==> src/rtl/core_pkg.sv <==
`default_nettype none
// core_pkg: size encodings and store FSM states shared by the execute-stage
// load and store paths so both sides decode identically.
package core_pkg;

  localparam logic [1:0] L_SIZE_BYTE = 2'b00;
  localparam logic [1:0] L_SIZE_HALF = 2'b01;
  localparam logic [1:0] L_SIZE_WORD = 2'b10;

  typedef enum logic [1:0] {
    ST_IDLE     = 2'd0,
    ST_REQ      = 2'd1,
    ST_WAIT_ACK = 2'd2
  } store_state_e;

  // Shift-enable mode numbers byte lanes in the opposite order.
  function automatic logic [3:0] lane_rev4(input logic [3:0] m);
    return {m[0], m[1], m[2], m[3]};
  endfunction

endpackage
`default_nettype wire

==> src/rtl/execute_store_fairing.sv <==
`default_nettype none
// execute_store_fairing: combinational byte-lane mask / data placement for a
// store; exact inverse of the load-side alignment.
module execute_store_fairing (
  input  logic        iSHIFT_ENABLE,
  input  logic [1:0]  iSIZE,
  input  logic [1:0]  iADDR,
  input  logic [31:0] iDATA,
  output logic [3:0]  oMASK,
  output logic [31:0] oDATA,
  output logic        oMISALIGN
);
  import core_pkg::*;

  logic [3:0] mask_w;

  always_comb begin
    mask_w    = 4'b0000;
    oDATA     = 32'h0;
    oMISALIGN = 1'b0;
    case (iSIZE)
      L_SIZE_BYTE: begin
        // Offset 0 is the most significant lane.
        mask_w = 4'b1000 >> iADDR;
        oDATA  = {iDATA[7:0], 24'h0} >> {iADDR, 3'b000};
      end
      L_SIZE_HALF: begin
        if (iADDR[0]) begin
          oMISALIGN = 1'b1;
        end else if (iADDR[1]) begin
          mask_w = 4'b0011;
          oDATA  = {16'h0, iDATA[15:0]};
        end else begin
          mask_w = 4'b1100;
          oDATA  = {iDATA[15:0], 16'h0};
        end
      end
      L_SIZE_WORD: begin
        if (iADDR != 2'b00) begin
          oMISALIGN = 1'b1;
        end else begin
          mask_w = 4'b1111;
          oDATA  = iDATA;
        end
      end
      default: oMISALIGN = 1'b1;
    endcase
    oMASK = iSHIFT_ENABLE ? lane_rev4(mask_w) : mask_w;
  end

endmodule
`default_nettype wire

==> src/rtl/execute_store_data.sv <==
`default_nettype none
// execute_store_data: registers a store request, issues one data-memory write
// with handshake, and reports completion or alignment fault.
module execute_store_data #(
  parameter int P_ADDR_N = 32
) (
  input  logic                iCLOCK,
  input  logic                inRESET,
  input  logic                iFLUSH,
  input  logic                iSHIFT_ENABLE,
  input  logic                iVALID,
  output logic                oBUSY,
  input  logic [1:0]          iSIZE,
  input  logic [P_ADDR_N-1:0] iADDR,
  input  logic [31:0]         iDATA,
  output logic                oREQ,
  input  logic                iMEM_BUSY,
  output logic [P_ADDR_N-1:0] oMEM_ADDR,
  output logic [3:0]          oMEM_MASK,
  output logic [31:0]         oMEM_DATA,
  input  logic                iMEM_ACK,
  output logic                oDONE,
  output logic                oFAULT
);
  import core_pkg::*;

  store_state_e        state_q;
  logic                req_q;
  logic                done_q;
  logic                fault_q;
  logic                suppress_q;
  logic [P_ADDR_N-1:0] addr_q;
  logic [3:0]          mask_q;
  logic [31:0]         data_q;

  logic [3:0]          fair_mask;
  logic [31:0]         fair_data;
  logic                fair_misalign;

  execute_store_fairing u_fairing (
    .iSHIFT_ENABLE (iSHIFT_ENABLE),
    .iSIZE         (iSIZE),
    .iADDR         (iADDR[1:0]),
    .iDATA         (iDATA),
    .oMASK         (fair_mask),
    .oDATA         (fair_data),
    .oMISALIGN     (fair_misalign)
  );

  always_ff @(posedge iCLOCK or negedge inRESET) begin
    if (!inRESET) begin
      state_q    <= ST_IDLE;
      req_q      <= 1'b0;
      done_q     <= 1'b0;
      fault_q    <= 1'b0;
      suppress_q <= 1'b0;
      addr_q     <= '0;
      mask_q     <= 4'b0000;
      data_q     <= 32'h0;
    end else begin
      done_q  <= 1'b0;
      fault_q <= 1'b0;
      case (state_q)
        ST_IDLE: begin
          if (iVALID && !iFLUSH) begin
            if (fair_misalign) begin
              fault_q <= 1'b1;
            end else begin
              state_q    <= ST_REQ;
              req_q      <= 1'b1;
              suppress_q <= 1'b0;
              addr_q     <= {iADDR[P_ADDR_N-1:2], 2'b00};
              mask_q     <= fair_mask;
              data_q     <= fair_data;
            end
          end
        end
        ST_REQ: begin
          // Acceptance commits the write even under flush; only done is lost.
          if (!iMEM_BUSY) begin
            req_q      <= 1'b0;
            state_q    <= ST_WAIT_ACK;
            suppress_q <= iFLUSH;
          end else if (iFLUSH) begin
            req_q   <= 1'b0;
            state_q <= ST_IDLE;
          end
        end
        ST_WAIT_ACK: begin
          if (iMEM_ACK) begin
            done_q     <= !(suppress_q || iFLUSH);
            suppress_q <= 1'b0;
            state_q    <= ST_IDLE;
          end else if (iFLUSH) begin
            suppress_q <= 1'b1;
          end
        end
        default: begin
          state_q <= ST_IDLE;
          req_q   <= 1'b0;
        end
      endcase
    end
  end

  assign oBUSY     = (state_q != ST_IDLE);
  assign oREQ      = req_q;
  assign oDONE     = done_q;
  assign oFAULT    = fault_q;
  assign oMEM_ADDR = addr_q;
  assign oMEM_MASK = mask_q;
  assign oMEM_DATA = data_q;

endmodule
`default_nettype wire

==> config.mk <==
export PLATFORM = sky130hd
export DESIGN_NAME = execute_store_data
export DESIGN_NICKNAME = d
export VERILOG_FILES = /design/src/rtl/core_pkg.sv /design/src/rtl/execute_store_fairing.sv /design/src/rtl/execute_store_data.sv
export SDC_FILE = /design/constraint.sdc
export NUM_CORES = 1
export LEC_CHECK = 0
export BUFFER_PORTS_ARGS = -buffer_cell sky130_fd_sc_hd__buf_4
export CELL_PAD_IN_SITES_DETAIL_PLACEMENT = 0
export CELL_PAD_IN_SITES_GLOBAL_PLACEMENT = 2
export CORE_MARGIN = 1.5
export CORE_UTILIZATION = 26
export DETAILED_ROUTE_END_ITERATION = 6
export PLACE_DENSITY = 0.83
export SLEW_MARGIN = 20
export SYNTH_ARGS = -nofsm -noshare
export SYNTH_HDL_FRONTEND = slang
export SYNTH_SLANG_ARGS = --single-unit
==> constraint.sdc <==
create_clock -name iCLOCK -period 1.6 [get_ports iCLOCK]
set_input_delay 0.16 -clock iCLOCK [delete_from_list [all_inputs] [get_ports iCLOCK]]
set_output_delay 0.16 -clock iCLOCK [all_outputs]
set_load 0.01 [all_outputs]
Yosys cells after proc, flatten, opt, wreduce, memory -nomap -nowiden
Index checks and enable logic that the tools add are counted.
{ "totals": {"ff_bits": 72, "in_bits": 73, "wordCells": 69} }
{ "classes": {"n_eq_ne": 10, "n_shift": 2, "muxes": 34, "bitwise": 2, "n_reduce_logical": 13} }
{ "op_table": {"columns": ["op", "count"], "rows": [
  ["$mux 32", 3],
  ["$pmux 32 s3", 1],
  ["$shr 32x5->32", 1],
  ["$mux 1", 16],
  ["$mux 4", 4],
  ["$pmux 4 s3", 1],
  ["$mux 2", 5],
  ["$pmux 1 s3", 3],
  ["$ne 2x2->1 const B", 4],
  ["$reduce_and 4->1", 2],
  ["$ne 3x3->1 const B", 2],
  ["$pmux 2 s3", 1],
  ["$reduce_and 5->1", 1],
  ["$eq 2x1->1 const B", 2],
  ["$eq 2x2->1 const B", 2],
  ["$logic_not 2->1", 2],
  ["$reduce_bool 2->1", 2],
  ["$shr 4x2->4 const A", 1],
  ["$reduce_and 3->1", 1],
  ["$reduce_bool 3->1", 1],
  ["$logic_not 1->1", 2],
  ["$not 1->1", 2],
  ["$logic_and 1x1->1", 1],
  ["$logic_or 1x1->1", 1]
]} }

Depth between registers and ports, before layout
Gate-level depths: netlist of run 1.
{ "depth": {"depth_word": 6, "ltp_mapped": 7} }

By module
Synthesis of run 1 repeated with hierarchy kept, for this count alone.
{ "hier_totals": {"cells_unflattened": 307, "area_unflattened_um2": 3957.5} }
{ "by_module_without_submodules": {"columns": ["module", "n_inst", "cells_per_inst", "area_each_um2", "seq_area_each_um2"], "rows": [
  ["execute_store_data", 1, 181, 3094.2, 1801.7],
  ["execute_store_fairing", 1, 126, 863.3, 0.0]
]} }

Worst setup path before layout of run 1
No wires, ideal clock.
{ "synth_timing": {"path_kind": "reg-to-reg", "from": "register state_q[0]", "to": "register addr_q[10] (netlist: oMEM_ADDR[10])", "setup_ns": 0.125, "arrival_time_ns": 1.539, "slack_ns": -0.064, "stages_incl_launch_ff": 8, "path_buffers": 2, "synth_period_minus_slack_ns": 1.664, "cell_sequence": "dfrtp_1 -> inv_1 -> ha_1 -> nand2_1 -> buf_2 -> nor2_4 -> buf_4 -> mux2_2"} }
{ "synth_via": {"elab_chain_len": 2} }
{ "synth_lines": {"columns": ["item", "line", "rtl"], "rows": [
  ["start: declaration", "execute_store_data.sv:27", "store_state_e state_q;"],
  ["start signal: assignment", "execute_store_data.sv:52", "state_q <= ST_IDLE;"],
  ["start signal: assignment", "execute_store_data.sv:69", "state_q <= ST_REQ;"],
  ["start signal: assignment", "execute_store_data.sv:82", "state_q <= ST_WAIT_ACK;"],
  ["$logic_not 2->1", "execute_store_data.sv:63", "case (state_q)"],
  ["$reduce_and 3->1 (no line)", null, null],
  ["end signal: assignment", "execute_store_data.sv:72", "addr_q <= {iADDR[P_ADDR_N-1:2], 2'b00};"],
  ["end: declaration", "execute_store_data.sv:32", "logic [P_ADDR_N-1:0] addr_q;"]
]} }
No other way between the ends.
A chain may end at the register's enable or synchronous reset.

Worst setup path in the final report of run 1
{ "layout_timing": {"from": "register state_q[0]", "to": "register addr_q[27] (netlist: oMEM_ADDR[27])"} }
The elaborated chain is that of the path after synthesis.

==> results of run 1 <==
-- cells in the mapped netlist, types with 3 or more instances --
library cell / count
o21ai_0: 41
nand2_1: 15
dfrtp_1: 72
ha_1: 4
nor3b_1: 4
o31ai_1: 5
buf_1: 3
o2bb2ai_1: 8
o32a_1: 3
buf_2: 9
nor2_1: 10
mux2_2: 29
inv_1: 5
nor2b_1: 9
clkbuf_1: 3
a22oi_1: 9
o31ai_2: 4
buf_4: 11
a21oi_1: 15
o21ai_1: 8
a22o_1: 8
mux2i_1: 10
-- registers in the layout, summed over array words and instances, names as in the netlist --
| name | flops |
|---|---|
| oMEM_DATA | 32 |
| oMEM_ADDR | 30 |
| oMEM_MASK | 4 |
| state_q | 2 |
| oDONE | 1 |
| oFAULT | 1 |
| oREQ | 1 |
| suppress_q | 1 |
-- layout by cell type (no fill, tap or decap), drive strengths merged, types with 3 or more instances in the layout --
cell / synthesis / routed
ha: 4 / 4
a22oi: 9 / 9
nor3b: 4 / 4
o21ai: 50 / 50
nor3: 3 / 3
clkbuf: 3 / 10
a22o: 8 / 8
clkinv: 0 / 3
nor2: 12 / 12
dfrtp: 72 / 72
o32a: 3 / 3
buf: 25 / 161
mux2: 30 / 30
o31ai: 9 / 9
a21oi: 16 / 16
o2bb2ai: 8 / 8
nand2: 15 / 15
nor2b: 10 / 10
inv: 5 / 5
mux2i: 10 / 10
-- through the flow --
stage	total power [W]	util, %	hold slack, ps
final	0.00780	39.2	38.0
after global placement	0.00566	36.6	110
after global routing	0.00825	39.2	48.6
after floorplan	0.00413	-	-136
after CTS	0.00789	39.0	29.5
after detailed placement	0.00572	36.6	114
-- power breakdown --
group / internal (W) / switching, W / total (W) / leakage [nW]
sequential: 0.00245 / 0.000347 / 0.00280 / 0.924
clock: 0.00140 / 0.000731 / 0.00213 / 0.158
combinational: 0.00159 / 0.00129 / 0.00288 / 1.34
total: 0.00543 / 0.00237 / 0.00780 / 2.42
-- cells by family (layout without fill, tap and decap cells) --
kind of cell    Yosys count  after routing  share of synthesized area (%)
fa+ha+maj                 4              4                           1.41
xor+xnor                  1              1                          0.247
mux                      40             40                           12.3
other cells               1              2                          0.106
simple gates             56             56                           9.48
flops                    72             72                           50.8
compound gates          108            108                           20.3
buf+inv                  33            183                           5.39
-- worst max-delay path by stage --
stage / end / slack [ps] / cells after the start
CTS: oMEM_DATA[22] / 10 / 6
global route: state_q[0] / 10 / 6
floorplan: oMEM_ADDR[10] / 2 / 7
global placement: oMEM_DATA[21] / 80 / 6
finish: oMEM_ADDR[27] / 100 / 6
detailed placement: oMEM_DATA[17] / 40 / 6
-- per-layer routing --
| metal | share of wire (%) | track usage, % | vias up | wire [um] |
|---|---|---|---|---|
| li1 | - | - | 1433 | - |
| met1 | 46 | 20.0 | 1474 | 4910 |
| met2 | 47 | 23.9 | 109 | 5040 |
| met3 | 5.6 | 3.37 | 9 | 593 |
| met4 | 0.78 | 4.17 | 0 | 83 |
| met5 | 0 | 0 | - | 0 |
-- cell type report --
cell class                 count  area [um2]  share of cell area (%)
clock buffer                  10         239                    4.59
clock inverter                 6        82.6                    1.59
inverter                       5        18.8                   0.360
multi-input combinational    211        1590                    30.5
sequential                    72        1800                    34.6
tap                          176         220                    4.23
timing repair buffer         162        1260                    24.1
-- timing repair --
item	CTS	global route
endpoints found under the hold margin	30	0
resized for setup	0	8
hold buffers	1	0
setup endpoints to repair	0	25
==> out/results.ini, run 1 <==
[floorplan]
chipWidth_um=120
dieHeight_um=120
core-area_um2=13300
die_area_um2=14400
start_util_pct=26.7
pin_count=145
rows=42

[setup_path]
crit_family=flip-flops
rr_worst_depth=6
worst-path-max-fanout=32
rrSetupSlack_ps=100
required_ps=1810
crit_arrival_ps=1710
reg2reg_from=state_q[0]
start_kind=flip-flop
timing.rr.end=oMEM_ADDR[27]
startpoint=state_q[0]
critical_path_class=flip-flop to flip-flop
crit_buf_inv=2
crit_chain=inv_2 > ha_4 > nand2_2 > nor2_4 > buf_12 > mux2_2
max_stage_delay_ps=390
cp-end-kind=flip-flop
crit_slowest_cell=dfrtp_1

[timing]
worst_slack_ps=99.0
period_needed_ps=1500
maxSlewHeadroom_pct=64.9
max_freq_ghz=0.666
finClkSkew_ps=5.50
setup_violations=0
hold_viol=0
rsz0062_at_grt=no
final_max_slew_viol_count=0
worst_pin_slew_ps=525
tns_ps=0
fin_crit_sh_pct=93.8

[grt]
grt_use_total_pct=14.8
grt_pass1_vias=3073
grt_pass1_wl_um=16400
overflow=0
grt_max_degree=43
grt_antenna_before_repair=0

[power]
leakage_nw=2.42
vdd_ir_drop_max_uv=575
powerDensity_nw_per_um2=1500

[place]
portBuffers=142
pre_cts_slack_ps=40.7
gp_congestion=0.822
placed_area_um2=4860
placed_cells=625
dp_hpwl_um=7940

[logic_synthesis]
netlist_top_cells_area=dfrtp_1 (51%), mux2_2 (9.2%), o21ai_0 (5.8%)
yosysWarnings=0
synth_edf_count=0
synthesis.area_um2=3550
yosys_register_bits=72
yosys.area.top_type=dfrtp_1
synth-main-ff-cell=dfrtp_1
syn_area_per_cell_um2=11.3
synth_top_area_share_pct=50.8
synth-seq-area-share_pct=50.8
yosysUniqueCellTypes=46
syn_inst=315
synthArstFlopShare_pct=100

[clock_network]
cts_htree_levels=3
cts.path.max_buffers=2
numCtsBuffers=9
clkLatencyLatePin_ps=330
cts-root-buf=clkbuf_16
cts_tree=done
cts_setup_buffers=0
clock_sinks=72
clkTransAtPathRegs_ps=60

[final_layout]
stdcell_area_um2=5210
fillCellCount=1313
area_growth_syn_to_layout_pct=46.8
n_antenna_cell=0
drive_above_1_share_pct=48.1
nets=538
layoutNonFillerInstCount=642

[detailed_routing]
vias=3025
drcViolationCount=0
wl_per_cell_um=16.6
wirelength_um=10600
vias_per_cell=4.71
drt_iter0_drc=108
first_pass_iters=6
ant_nets=0

[hold_path]
worstHoldStart=iMEM_BUSY
hold_end=state_q[1]
hold_path.class=input pin to flip-flop
holdPathStages=2

[flow_run]
drv_cap=0

[run_status]
status=finished clean

No activity file was read; power rests on OpenSTA's default activity.
==> inputs of run 2 (changes only) <==
CORE_ASPECT_RATIO = 1.25   (was unset)
==> run 2 against run 1 <==
  * Clock power grew 10%
  * Worst setup slack worse by 13 ps
  * Register-to-register slack barely moved
  * Sequential power hardly changed
  * Sequential share of layout area shrank 0.19 points
  * Routed wire length decreased by 2.1%
  * Critical path type unchanged
  * Flip-flop and latch count did not move
  * Clock skew about the same
  * Non-clock buffer count rose by 1
  * Worst hold slack improved by 13 ps
==> out/results.ini, run 2 (synthesis gave the netlist of run 1 again) <==
[detailed_routing]
first_pass_iters=4  ; was 6
ant_nets=0  ; unchanged
top_layer_used=met4  ; unchanged
wl_per_cell_um=16.3  ; was 16.6 um
drcViolationCount=0  ; unchanged
vias_per_cell=4.69  ; was 4.71
wirelength_um=10400  ; was 10600 um
wl_met2_um=5270  ; was 5040 um
wl_met1_um=4290  ; was 4910 um
vias=2995  ; was 3025
drt_iter0_drc=113  ; was 108
dr_wl_met3_um=647  ; was 593 um

[place]
portBuffers=142  ; unchanged
gp_congestion=0.788  ; was 0.822
dp_hpwl_um=7950  ; was 7940 um
pre_cts_slack_ps=10.7  ; was 40.7 ps
placed_area_um2=4860  ; about the same

[final_layout]
drive_above_1_share_pct=48.0  ; was 48.1%
stdcell_area_um2=5240  ; was 5210 um2
layout_common_cells=buf_4 (159), dfrtp_1 (72), o21ai_0 (35)  ; was buf_4 (158), dfrtp_1 (72), o21ai_0 (37)
largest_reg_flops=32  ; unchanged
nets=539  ; was 538
area_growth_syn_to_layout_pct=47.6  ; was 46.8%
finalCoreUtilization_pct=39.4  ; was 39.2%
n_antenna_cell=0  ; unchanged
final_common_cell=buf_4  ; unchanged

[setup_path]
crit_arrival_ps=1720  ; was 1710 ps
worst-path-max-fanout=32  ; unchanged
cp-end-kind=flip-flop  ; unchanged
start_kind=flip-flop  ; unchanged
reg2reg_from=state_q[1]  ; was state_q[0]
rrSetupSlack_ps=90  ; was 100 ps
rr_worst_depth=6  ; unchanged
timing.rr.end=oMEM_ADDR[11]  ; was oMEM_ADDR[27]
required_ps=1810  ; about the same
critical_path_class=flip-flop to flip-flop  ; unchanged

[hold_path]
hold_path.class=input pin to flip-flop  ; unchanged
hold_end=state_q[1]  ; unchanged
worstHoldStart=iMEM_BUSY  ; unchanged
holdPathStages=2  ; unchanged

[power]
seq_power_share_pct=35.0  ; was 35.8%
vdd_ir_drop_max_uv=722  ; was 575 uV
leakage_nw=2.44  ; was 2.42 nW
swShare_pct=29.4  ; was 30.4%
comb_power_share_pct=35.6  ; was 36.9%
internal-power_w=0.00563  ; was 0.00543 W
p_clk_share_pct=29.4  ; was 27.3%
powerDensity_nw_per_um2=1520  ; was 1500 nW/um2
switching_power_w=0.00235  ; was 0.00237 W

[clock_network]
numCtsBuffers=9  ; unchanged
cts_htree_levels=3  ; unchanged
cts_setup_buffers=0  ; unchanged
clock_sinks=72  ; unchanged
cts-root-buf=clkbuf_16  ; unchanged
clkLatencyLatePin_ps=330  ; about the same
cts_tree=done  ; unchanged
cts.path.max_buffers=2  ; unchanged
clkTransAtPathRegs_ps=60  ; about the same

[grt]
overflow=0  ; unchanged
grt_pass1_wl_um=16400  ; about the same
grt_use_total_pct=14.9  ; was 14.8%
grt_antenna_before_repair=0  ; unchanged
grt_max_degree=39  ; was 43
grt_pass1_vias=3151  ; was 3073

[timing]
maxSlewHeadroom_pct=56.4  ; was 64.9%
finClkSkew_ps=5.26  ; was 5.50 ps
fin_hold_ws_ps=50.7  ; was 38.0 ps
max_freq_ghz=0.660  ; was 0.666 GHz
final_max_slew_viol_count=0  ; unchanged
worst_slack_ps=85.6  ; was 99.0 ps
worst_pin_slew_ps=652  ; was 525 ps
hold_viol=0  ; unchanged
period_needed_ps=1510  ; was 1500 ps
fin_crit_sh_pct=94.6  ; was 93.8%
rsz0062_at_grt=yes  ; was no
setup_violations=0  ; unchanged

[run_status]
status=finished clean  ; unchanged

[floorplan]
core-area_um2=13300  ; about the same
chipWidth_um=108  ; was 120 um
rows=47  ; was 42
dieHeight_um=134  ; was 120 um
die_area_um2=14400  ; about the same
pin_count=145  ; unchanged
start_util_pct=26.7  ; about the same

[flow_run]
drv_cap=0  ; unchanged

==> run 2: cell count changes in the layout (fill, tap and decap cells not counted) <==
cell,delta
o21ai_1,+2
a221oi_2,-1
clkinv_2,-2
bufinv_16,+1
a221oi_1,+1
buf_4,+1
o21ai_0,-2
clkbuf_8,+1
==> run 2: metrics by stage <==
step / cells / total power [W] / setup TNS (ps)
2_1_floorplan: 316 / 0.00413 / 0
3_3_place_gp: 621 / 0.00564 / 0
3_5_place_dp: 621 / 0.00571 / 0
4_1_cts: 638 / 0.00810 / 0
5_1_grt: 638 / 0.00849 / -21.0
6_report: 638 / 0.00798 / 0
==> run 2: worst max path at each step <==
| stage | from | to | slack, ps | cells past startpoint |
|---|---|---|---|---|
| 4_1_cts | state_q[1] | state_q[1] | 20 | 5 |
| 3_3_place_gp | state_q[1] | state_q[1] | 60 | 5 |
| 2_1_floorplan | state_q[1] | oMEM_ADDR[10] | 2 | 7 |
| 3_5_place_dp | state_q[1] | oMEM_DATA[22] | 10 | 6 |
| 5_1_grt | state_q[1] | state_q[1] | -10 | 5 |
| 6_report | state_q[1] | oMEM_ADDR[11] | 90 | 6 |
==> run 2: critical path, stage by stage, from the launching register on <==
cell     delay (ps)
dfrtp_1         380
inv_2            80
ha_4            140
nand2_2          70
nor2_4          130
buf_12          200
mux2_2          360
==> run 2: final cells by class <==
| class | instances | area, um2 |
|---|---|---|
| Sequential cell | 72 | 1800 |
| Fill cell | 1364 | 8050 |
| Tap cell | 171 | 214 |
| Timing Repair Buffer | 163 | 1260 |
| Clock buffer | 11 | 253 |
| Multi-Input combinational cell | 211 | 1590 |
| Clock inverter | 5 | 103 |
| Inverter | 5 | 18.8 |
==> run 2: repair_timing <==
action                                 4_1_cts  5_1_grt
setup endpoints to repair                    1       32
endpoints found under the hold margin       34        0
hold buffers                                 1        0
gates resized for setup                      1        8
pin swaps                                    0        0
gates cloned                                 0        0
==> run 2: power by group through the flow <==
stage               Clock, W  Combinational [W]  Sequential, W
floorplan                  0            0.00106        0.00307
global placement           0            0.00283        0.00280
detailed placement         0            0.00288        0.00283
CTS                  0.00241            0.00288        0.00280
global route         0.00251            0.00310        0.00288
finish               0.00235            0.00284        0.00279
==> run 2: per-layer routing <==
layer	global-route usage [%]	vias up
li1	-	1435
met1	18.3	1446
met2	25.3	101
met3	3.08	13
met4	6.29	0
met5	0	-
